$ cat src/rtl/horner_ctrl.sv
// Horner's-rule sequencer for the polynomial datapath: drives x/tmp/acc load enables, ALU operand
// selects, coefficient index and mul/add mode, with start/busy/done handshake, abort and clamping.
module horner_ctrl #(
  parameter int unsigned DEGREE = 3,
  parameter int unsigned CNT_W  = 4
) (
  input  logic             clk,
  input  logic             reset,
  input  logic             start,
  input  logic             abort,
  input  logic [CNT_W-1:0] degree_in,
  output logic             busy,
  output logic             done,
  output logic             deg_clamped,
  output logic             ld_x,
  output logic             ld_tmp,
  output logic             ld_acc,
  output logic             op_mul,
  output logic [1:0]       sel_a,
  output logic [1:0]       sel_b,
  output logic [CNT_W-1:0] coef_idx
);

  localparam logic [CNT_W-1:0] DegMax = CNT_W'(DEGREE);

  typedef enum logic [2:0] {
    StIdle  = 3'd0,
    StLoadX = 3'd1,
    StInit  = 3'd2,
    StMul   = 3'd3,
    StAdd   = 3'd4,
    StDone  = 3'd5
  } state_e;

  state_e           state_q, state_d;
  logic [CNT_W-1:0] deg_q, deg_d;
  logic [CNT_W-1:0] idx_q, idx_d;
  logic             clamp_q, clamp_d;

  always_ff @(posedge clk) begin
    if (reset) begin
      state_q <= StIdle;
      deg_q   <= '0;
      idx_q   <= '0;
      clamp_q <= 1'b0;
    end else begin
      state_q <= state_d;
      deg_q   <= deg_d;
      idx_q   <= idx_d;
      clamp_q <= clamp_d;
    end
  end

  always_comb begin
    state_d = state_q;
    deg_d   = deg_q;
    idx_d   = idx_q;
    clamp_d = clamp_q;
    case (state_q)
      StIdle: begin
        if (start) begin
          state_d = StLoadX;
          if (degree_in > DegMax) begin
            deg_d   = DegMax;
            clamp_d = 1'b1;
          end else begin
            deg_d   = degree_in;
            clamp_d = 1'b0;
          end
        end
      end
      StLoadX: state_d = StInit;
      StInit: begin
        if (deg_q == '0) begin
          state_d = StDone;
        end else begin
          idx_d   = deg_q - CNT_W'(1);
          state_d = StMul;
        end
      end
      StMul: state_d = StAdd;
      StAdd: begin
        // idx==0 exits before the decrement, so idx never wraps
        if (idx_q == '0) begin
          state_d = StDone;
        end else begin
          idx_d   = idx_q - CNT_W'(1);
          state_d = StMul;
        end
      end
      StDone: begin
        state_d = StIdle;
        clamp_d = 1'b0;
      end
      default: begin
        state_d = StIdle;
        clamp_d = 1'b0;
      end
    endcase
    if (abort && (state_q inside {StLoadX, StInit, StMul, StAdd})) begin
      state_d = StIdle;
      clamp_d = 1'b0;
    end
  end

  always_comb begin
    busy        = 1'b0;
    done        = 1'b0;
    deg_clamped = 1'b0;
    ld_x        = 1'b0;
    ld_tmp      = 1'b0;
    ld_acc      = 1'b0;
    op_mul      = 1'b0;
    sel_a       = 2'd0;
    sel_b       = 2'd0;
    coef_idx    = '0;
    case (state_q)
      StLoadX: begin
        busy = 1'b1;
        ld_x = 1'b1;
      end
      StInit: begin
        busy     = 1'b1;
        ld_acc   = 1'b1;
        sel_b    = 2'd2;
        coef_idx = deg_q;
      end
      StMul: begin
        busy   = 1'b1;
        ld_tmp = 1'b1;
        op_mul = 1'b1;
        sel_a  = 2'd1;
        sel_b  = 2'd1;
      end
      StAdd: begin
        busy     = 1'b1;
        ld_acc   = 1'b1;
        sel_a    = 2'd2;
        sel_b    = 2'd2;
        coef_idx = idx_q;
      end
      StDone: begin
        done        = 1'b1;
        deg_clamped = clamp_q;
      end
      default: ;
    endcase
  end

endmodule

$ cat config.mk
export PLATFORM = sky130hd
export DESIGN_NAME = horner_ctrl
export DESIGN_NICKNAME = d
export VERILOG_FILES = /design/src/rtl/horner_ctrl.sv
export SDC_FILE = /design/constraint.sdc
export NUM_CORES = 1
export LEC_CHECK = 0
export BUFFER_PORTS_ARGS = -buffer_cell sky130_fd_sc_hd__buf_2
export CORE_MARGIN = 5
export CORE_UTILIZATION = 49
export DETAILED_ROUTE_END_ITERATION = 6
export HOLD_SLACK_MARGIN = 0.1
export PLACE_DENSITY = 0.76
export SLEW_MARGIN = 20
export SYNTH_ARGS = -nofsm -noshare
export SYNTH_HDL_FRONTEND = slang
export SYNTH_SLANG_ARGS = --single-unit
$ cat constraint.sdc
create_clock -name clk -period 2.6 [get_ports clk]
set_clock_uncertainty 0.15 [all_clocks]
set_input_delay 0.13 -clock clk [delete_from_list [all_inputs] [get_ports clk]]
set_output_delay 0.13 -clock clk [all_outputs]
set_load 0.03 [all_outputs]
; ---- Word level (Yosys, flattened, before mapping)
; Cells that the tools add are included.
; W data, S select, Z words.
[op_classes]
add_sub_neg = 2
order_cmp = 1
n_eq_ne = 8
n_mux = 20
bitwise_logic = 1
reduce_logical = 12
[op_table]
columns = operator, n
row1 = $pmux W4 S2, 2
row2 = $pmux W3 S5, 1
row3 = $mux W4, 3
row4 = $mux W3, 3
row5 = $logic_not A4 Y1, 2
row6 = $mux W1, 8
row7 = $pmux W2 S2, 2
row8 = $sub A4 B1 Y4 const B, 2
row9 = $eq A3 B2 Y1 const B, 2
row10 = $eq A3 B3 Y1 const B, 2
row11 = $ne A2 B2 Y1 const B, 3
row12 = $gt A4 B2 Y1 const B, 1
row13 = $reduce_and A2 Y1, 2
row14 = $reduce_bool A4 Y1, 1
row15 = $reduce_or A2 Y1, 2
row16 = $reduce_or A4 Y1, 1
row17 = $eq A3 B1 Y1 const B, 1
row18 = $logic_not A3 Y1, 1
row19 = $reduce_and A3 Y1, 1
row20 = $pmux W1 S2, 1
row21 = $reduce_bool A2 Y1, 1
row22 = $logic_and A1 B1 Y1, 1
row23 = $not A1 Y1, 1
[totals]
register_bits = 12
inputBits = 8
out_inout_bits = 15

; ---- Logic depth before layout (Yosys ltp)
; Gate-level depths: netlist of run 1.
[depth]
word_depth = 4
mapped_depth = 7
ltp_nobuf = 6

; ---- Worst setup path after synthesis of run 1
; OpenSTA, ideal clock, no wires.
[synth_timing]
path_type = register to register
start = reg state_q[0]
end = reg idx_q[2]
t_arrival_ns = 1.528
slack_ns = 0.805
path_stages_with_launch = 8
path_buffers = 1
path_cell_list = dfxtp_1 or3b_1 buf_6 mux2i_1 ha_1 nand3b_1 o211ai_1 a32o_1
[synth_via]
elab_chain_len = 3
word_cells_on_any_way = 7
[synth_rtl]
columns = item, line_no
row1 = from (decl), 35  ; state_e state_q, state_d;
row2 = from (signal assigned), 42  ; state_q <= StIdle;
row3 = from (signal assigned), 47  ; state_q <= state_d;
row4 = $eq A3 B3 Y1 or $eq A3 B2 Y1 (tied branches), 59  ; case (state_q)
row5 = $ne A2 B2 Y1 (no source line) or $reduce_bool A2 Y1 (tied branches), -
row6 = $reduce_and A3 Y1 (no source line), -
row7 = to (signal assigned), 49  ; idx_q <= idx_d;
row8 = to (decl), 37  ; logic [CNT_W-1:0] idx_q, idx_d;
; Parallel ways exist; a longest one is shown, timed or not.
; A chain may end at the register's enable or synchronous reset.

; ---- Worst setup path in the final report of run 1
[layout_timing]
start = reg state_q[2]
end = reg idx_q[2]
; The elaborated chain is that of the path after synthesis.

==> results of run 1 <==
[worst min-delay path: stages]
cell	delay, ps
buf_2	110
nor3_1	140
a211oi_1	100
[report_power, final]
group / switching, mW / total (mW) / internal, mW
combinational: 0.0578 / 0.0991 / 0.0414
clock: 0.0655 / 0.151 / 0.0850
sequential: 0.0103 / 0.202 / 0.191
total: 0.134 / 0.451 / 0.318
[final cells by class]
| type | count | area, um2 |
|---|---|---|
| clock buffer | 4 | 36.3 |
| fill | 145 | 554 |
| tap | 16 | 20.0 |
| timing repair buffer | 27 | 158 |
| multi-input combinational | 77 | 504 |
| inverter | 3 | 11.3 |
| sequential | 12 | 240 |
[worst paths after layout]
check	start	end	slack, ps	cells after the start
max	state_q[2]	idx_q[2]	400	6
min	degree_in[3]	deg_q[0]	100	3
min reg2reg	deg_q[3]	deg_q[3]	360	2
max reg2reg	state_q[2]	idx_q[2]	400	6
[synth_stat cells (all sizes together), types with 2 or more instances]
master	number	area, um2
inv	3	11.3
nand2b	3	18.8
mux2i	3	30.0
nand2	4	15.0
clkbuf	3	11.3
nor2	15	58.8
or3b	2	20.0
o21ai	5	28.8
a32o	2	20.0
a21oi	6	30.0
a211oi	4	30.0
buf	4	28.8
nor4	3	31.3
nor3	9	45.0
dfxtp	12	240
and2	4	25.0
nor3b	2	15.0
a22oi	4	30.0
nor2b	2	12.5
[placed cells by master (no fill, tap or decap), types with 2 or more instances in the layout]
cell type / instances
mux2i_1: 3
a21oi_1: 6
inv_1: 3
o21ai_0: 3
a211oi_1: 4
nor3_1: 9
nor2_1: 14
a22oi_1: 4
nand2b_1: 3
dfxtp_1: 12
nor3b_1: 2
nand2_1: 4
nor4_2: 2
buf_2: 22
and2_1: 4
clkbuf_4: 3
nor2b_1: 2
a32o_1: 2
dlygate4sd3_1: 4
[per-stage QoR]
| step | hold slack [ps] | instances | util |
|---|---|---|---|
| floorplan | 79.6 | 99 | - |
| detailed placement | 240 | 131 | 0.586 |
| CTS | 115 | 139 | 0.636 |
| finish | 103 | 139 | 0.636 |
| global placement | 234 | 131 | 0.586 |
| global route | 122 | 139 | 0.636 |
[state kept, by name (all words and copies together) (netlist names)]
register  cells
deg_q         4
clamp_q       1
idx_q         4
state_q       3
[cells by family after synthesis]
group / after synthesis
fa+ha+maj: 1
buf+inv: 10
xor+xnor: 1
flops: 12
simple gates: 47
mux: 3
compound gates: 25
[per-layer routing]
metal | GRT usage | vias to the layer above | part of all wire
met5 | 0 | - | 0
met4 | 0.0426 | 0 | 0.0053
met3 | 0.0296 | 2 | 0.067
met2 | 0.234 | 20 | 0.45
met1 | 0.191 | 384 | 0.48
li1 | - | 405 | -
[what timing repair did]
item                       4_1_cts  5_1_grt
hold buffers                     4        0
hold endpoints to repair         7        0
setup endpoints to repair        0        0
==> impl_metrics.yaml, run 1 <==
finish:
  nNetsFinal: 133
  final_layout_size_suffix_gt1_frac: 0.268
  syn_to_final_growth_pct: 21.9
  design_area_um2: 970
  antennaDiodeCount: 0
detailed_routing:
  drc: 0
  route.vias.total: 811
  dr.pass1.iters: 4
  wl_per_cell_um: 13.7
  routed_wl_um: 1900
  drtAntennaViolNets: 0
  drt_iter0_markers: 11
  vias_per_cell: 5.83
critical_path:
  crit_path_max_fanout: 12
  crit_required_ps: 2620
  crit_family: "simple AND/OR/NAND/NOR gates"
  critPathCaptureType: "register"
  critical-path-slowest-cell: "dfxtp_1"
  cp_slowest_stage_delay_ps: 560
  crit_chain: "or3b_1, mux2i_1, ha_1, nand3b_1, o211ai_1, a32o_1"
  worstPathArrival_ps: 2220
  critical_path_class: "register to register"
  cp-start-kind: "register"
  critPathBufInv: 0
clock_network:
  cts_buffer_depth: 2
  clock_sinks: 12
  clk_latency_ps: 270
  cts_made_buffers: 3
  clkTransAtPathRegs_ps: 80
  cts_resized: 0
  cts_htree_levels: 1
  postCtsSetupRepairBufs: 0
  cts_root_buffer: "clkbuf_4"
  cts_tree: "done"
yosys:
  synth_fa_ha_area_frac: 0.0157
  synth_area_um2: 796
  yosys_register_bits: 12
  synth-simple-area-share: 0.330
  synth_xor_xnor_area_share: 0.0110
  muxShareOfSynthArea: 0.0377
  synth_top_family_by_area: "simple AND/OR/NAND/NOR gates"
  async_flop_share: 0
  synth_edf_count: 0
  synth_fp_nets: 108
  synthCells: 99
  seq_area_frac_synth: 0.302
  ys_types: 35
  postSynthAreaPerCell_um2: 8.04
  yosys_warnings: 0
  synth_compound_area_frac: 0.239
  ys.flop_type: "dfxtp_1"
placed_design:
  place_area_um2: 893
  gp_congestion: 0.782
  dp_slack_ps: 424
  hpwlAfterDp_um: 1440
  port_buffers: 22
sta:
  fin_crit_sh: 0.847
  period_minus_slack_ps: 2200
  worst_slack_ps: 397
  slew_headroom: 0.675
  setup_viol: 0
  max_freq_mhz: 454
  hold_viol_final: 0
  slew_violations: 0
  tns_ps: 0
  worstMarginPinSlew_ps: 486
  grt_setup_unrepaired: "false"
die:
  rows: 14
  fp.coreArea_mm2: 0.00152
  die_y_um: 50.3
  initial_core_util: 0.522
  fp.dieArea_mm2: 0.00253
  die_w_um: 50.3
  ios: 23
status:
  status: "complete, no violations"
job:
  drv_cap: 0
grt:
  antenna_found_initial: 0
  overflow: 0
  grt_max_degree: 21
  grt_first_pass_wirelength_um: 2990
  grtUsageTotal: 0.144
  first_global_vias: 689
pwr:
  power_density_mw_per_mm2: 465
  totalPowerFinal_mw: 0.451
  p_leak_nw: 0.437
  irDropWorstVdd_v: 0.000314
worst_hold_path:
  hold_path_class: "input port to register"
Power figures use the tool's default switching activity.
==> run 2, diff against run 1 <==
Settings changed: CORE_UTILIZATION 49 to 45, PLACE_DENSITY 0.76 to 0.74.
Clock period 2.6 ns to 2 ns, I/O delays scaled along.
==> impl_metrics.yaml, run 2 (same netlist as run 1, synthesis figures left out) <==
critical_path:
  r2r_end: "idx_q[2]"
  r2r_start: "state_q[0]"
  r2r_slack_ps: 110
  ff2ff_path_depth: 6
  cp-start-kind: "register"
  critPathCaptureType: "register"
  crit_path_max_fanout: 6
  crit_path_end: "idx_q[2]"
  crit_path_start: "state_q[0]"
  worstPathArrival_ps: 1940
  crit_required_ps: 2040
  critical_path_class: "register to register"
clock_network:
  clk_latency_ps: 290
  cts_buffer_depth: 2
  postCtsSetupRepairBufs: 0
  cts_tree: "done"
  clock_sinks: 12
  cts_root_buffer: "clkbuf_4"
  cts_made_buffers: 3
  cts_htree_levels: 1
  clkTransAtPathRegs_ps: 90
pwr:
  p_sw_mw: 0.179
  totalPowerFinal_mw: 0.594
  power_frac_seq: 0.436
  pwr-share-comb: 0.224
  power_density_mw_per_mm2: 579
  p_int_mw: 0.415
  pwr-share-clk: 0.340
  switching_share: 0.301
  irDropWorstVdd_v: 0.000501
  p_leak_nw: 0.461
sta:
  hold_viol_final: 0
  grt_setup_unrepaired: "false"
  slew_violations: 0
  tns_ps: 0
  period_minus_slack_ps: 1890
  worst_slack_ps: 108
  slew_headroom: 0.666
  worstMarginPinSlew_ps: 496
  fin_crit_sh: 0.946
  setup_viol: 0
  max_freq_mhz: 529
detailed_routing:
  vias_per_cell: 5.35
  drc: 0
  drt_iter0_markers: 13
  routed_wl_um: 1890
  route.vias.total: 819
  dr.pass1.iters: 4
  wl_per_cell_um: 12.3
  drtAntennaViolNets: 0
finish:
  final_common_cell: "buf_2"
  antennaDiodeCount: 0
  reg_top3: "deg_q: 4 flops, idx_q: 4 flops, state_q: 3 flops"
  final_cell_mix: "buf_2, nor2_1, dfxtp_1, nor3_1"
  multiInputGateArea_um2: 507
  regArea_um2: 240
  syn_to_final_growth_pct: 28.9
  final_layout_size_suffix_gt1_frac: 0.289
  nNetsFinal: 138
  fill_cells: 157
grt:
  use_met2: 0.247
  busiest_layer: "met2"
  grt_first_pass_wirelength_um: 3220
  met1_usage: 0.196
  antenna_found_initial: 0
  first_global_vias: 768
  grt_max_degree: 21
  grtUsageTotal: 0.162
  use_met3: 0.0573
  overflow: 0
status:
  status: "complete, no violations"
job:
  drv_cap: 0
die:
  fp.coreArea_mm2: 0.00171
  rows: 15
  ios: 23
  die_y_um: 52.1
  initial_core_util: 0.466
  fp.dieArea_mm2: 0.00271
  die_w_um: 52.1
placed_design:
  dp_slack_ps: 138
  hpwlAfterDp_um: 1390
  port_buffers: 22
  gp_congestion: 0.812
worst_hold_path:
  hold_path_class: "input port to register"
run 2: changes by cell type in the layout (fill, tap and decap cells not counted), sizes merged:
| cell | change |
|---|---|
| buf | +3 |
| dlygate4sd3 | +2 |
run 2: what timing repair did:
item                       CTS  global route
resized for setup            0             1
setup endpoints to repair    0             7
hold endpoints to repair     9             0
hold buffers                 6             0
run 2: final cells by class:
cell class                 instances  area share
timing repair buffer              32       0.195
inverter                           3      0.0110
multi-input combinational         77       0.494
tap                               25      0.0305
sequential                        12       0.234
clock buffer                       4      0.0354
run 2: metal layers:
layer  share of wire  wire [um]
met5               0          0
met4           0.022         42
met3           0.078        148
met2            0.44        839
met1            0.45        857
run 2: worst max-delay path: stages, from the launching register on:
cell and delay (ps):
dfxtp_1 310, or3b_1 500, mux2i_1 170, ha_1 250, nand3b_1 90, o211ai_1 90
a32o_1 230
run 2: worst min path at each step:
stage               start    endpoint  slack (ps)  cells after the start
finish              start  state_q[0]         110                      5
detailed placement  abort     clamp_q         210                      2
global placement    abort     clamp_q         200                      2
global route        start  state_q[0]         190                      5
floorplan           abort     clamp_q          50                      1
CTS                 start  state_q[0]         120                      5
run 2: through the flow:
| step | util | hold slack, ps | area (um2) | std cells |
|---|---|---|---|---|
| 3_5_place_dp | 0.543 | 211 | 927 | 143 |
| 6_report | 0.601 | 111 | 1030 | 153 |
| 5_1_grt | 0.601 | 194 | 1030 | 153 |
| 2_1_floorplan | - | 49.6 | 796 | 99 |
| 4_1_cts | 0.599 | 121 | 1020 | 153 |
| 3_3_place_gp | 0.543 | 205 | 927 | 143 |
run 2: power by group through the flow:
stage	registers, mW	logic (mW)	clock network, mW
finish	0.259	0.133	0.202
global route	0.261	0.148	0.214
CTS	0.259	0.133	0.201
detailed placement	0.264	0.124	0
global placement	0.264	0.123	0
floorplan	0.262	0.0946	0
==> run 3, diff against run 2 <==
Settings changed: CORE_MARGIN 5 to 3, PLACE_DENSITY 0.74 to unset, PLACE_DENSITY_LB_ADDON set to 0.05.
==> impl_metrics.yaml, run 3 (same netlist as run 1, synthesis figures left out) <==
status:
  status: "complete, no violations"
critical_path:
  cp-start-kind: "register"
  crit_path_max_fanout: 4
  cp_slowest_stage_delay_ps: 460
  crit_required_ps: 2020
  critical_path_class: "register to register"
  critPathCaptureType: "register"
  worstPathArrival_ps: 1840
  crit_chain: "or3b_1, mux2i_1, ha_1, nand3b_1, o211ai_1, a32o_1"
  critical-path-slowest-cell: "or3b_1"
sta:
  slew_headroom: 0.648
  period_minus_slack_ps: 1820
  grt_setup_unrepaired: "false"
  max_freq_mhz: 550
  tns_ps: 0
  whs_ps: 160
  fin_crit_sh: 0.909
  worstMarginPinSlew_ps: 524
  slew_violations: 0
  hold_viol_final: 0
  setup_viol: 0
  worst_slack_ps: 182
detailed_routing:
  drtAntennaViolNets: 0
  dr.pass1.iters: 4
  wl_per_cell_um: 13.1
  vias_per_cell: 5.61
  route.vias.total: 814
  routed_wl_um: 1910
  drt_iter0_markers: 15
  drc: 0
pwr:
  irDropWorstVdd_v: 0.000492
  p_leak_nw: 0.467
  power_density_mw_per_mm2: 574
finish:
  final_layout_size_suffix_gt1_frac: 0.287
  nNetsFinal: 139
  syn_to_final_growth_pct: 28.1
  reg_top3: "deg_q: 4 flops, idx_q: 4 flops, state_q: 3 flops"
  final_common_cell: "buf_2"
  final_cell_mix: "buf_2, nor2_1, dfxtp_1, nor3_1"
  instances_no_fill: 145
  antennaDiodeCount: 0
grt:
  antenna_found_initial: 0
  grt_max_degree: 21
  first_global_vias: 701
  grt_first_pass_wirelength_um: 3020
  grtUsageTotal: 0.186
  overflow: 0
die:
  die_w_um: 48.1
  die_y_um: 48.1
  ios: 23
  fp.dieArea_mm2: 0.00231
  initial_core_util: 0.505
  rows: 14
  fp.coreArea_mm2: 0.00158
placed_design:
  hpwlAfterDp_um: 1430
  gp_congestion: 0.815
  port_buffers: 22
  dp.cells: 135
  dp_slack_ps: 178
job:
  drv_cap: 0
clock_network:
  clkTransAtPathRegs_ps: 70
  cts_htree_levels: 1
  postCtsSetupRepairBufs: 0
  clock_sinks: 12
  cts_root_buffer: "clkbuf_4"
  cts_buffer_depth: 2
  cts_made_buffers: 3
  clk_latency_ps: 270
  cts_tree: "done"
worst_hold_path:
  hold_path_class: "input port to register"
-- run 3: worst paths after layout --
kind | from | to | slack [ps] | cells after the start
setup / recovery | state_q[0] | idx_q[2] | 180 | 6
setup reg to reg | state_q[0] | idx_q[2] | 180 | 6
hold / removal | start | state_q[0] | 160 | 5
hold reg to reg | deg_q[3] | deg_q[3] | 350 | 2
-- run 3: report_power, final --
part	internal [mW]	switching, mW	leakage [nW]
registers	0.249	0.0101	0.0978
logic	0.0563	0.0790	0.348
clock network	0.111	0.0807	0.0210
total	0.416	0.170	0.467
-- run 3: what timing repair did --
action	4_1_cts	5_1_grt
hold endpoints to repair	7	0
hold buffers	6	0
gates resized for setup	0	0
-- run 3: stage by stage --
stage          power (mW)  area [um2]   util
6_report            0.586        1020  0.647
5_1_grt             0.621        1020  0.647
4_1_cts             0.591        1020  0.647
3_5_place_dp        0.391         923  0.586
3_3_place_gp        0.389         923  0.586
2_1_floorplan       0.357         796      -
-- run 3: worst max-delay path: cells and delay by family (launching register included) --
kind / cells / cell delay, ps
AND/OR/NAND/NOR: 2 / 550
flip-flops: 1 / 310
AO/OA/AOI/OAI: 2 / 310
adder cells (fa/ha/maj): 1 / 240
multiplexers: 1 / 150
-- run 3: cell type report --
type / instances / area, um2
inverter: 3 / 11.3
multi-input combinational: 77 / 504
timing repair buffer: 33 / 208
fill: 138 / 557
sequential: 12 / 240
tap: 16 / 20.0
clock buffer: 4 / 36.3
-- run 3: layer usage --
metal  share of wire  vias to the layer above  GRT usage
met5               0                        -          0
met4           0.012                        0     0.0484
met3           0.047                        2     0.0376
met2            0.44                       23      0.306
met1            0.50                      369      0.246
li1                -                      420          -
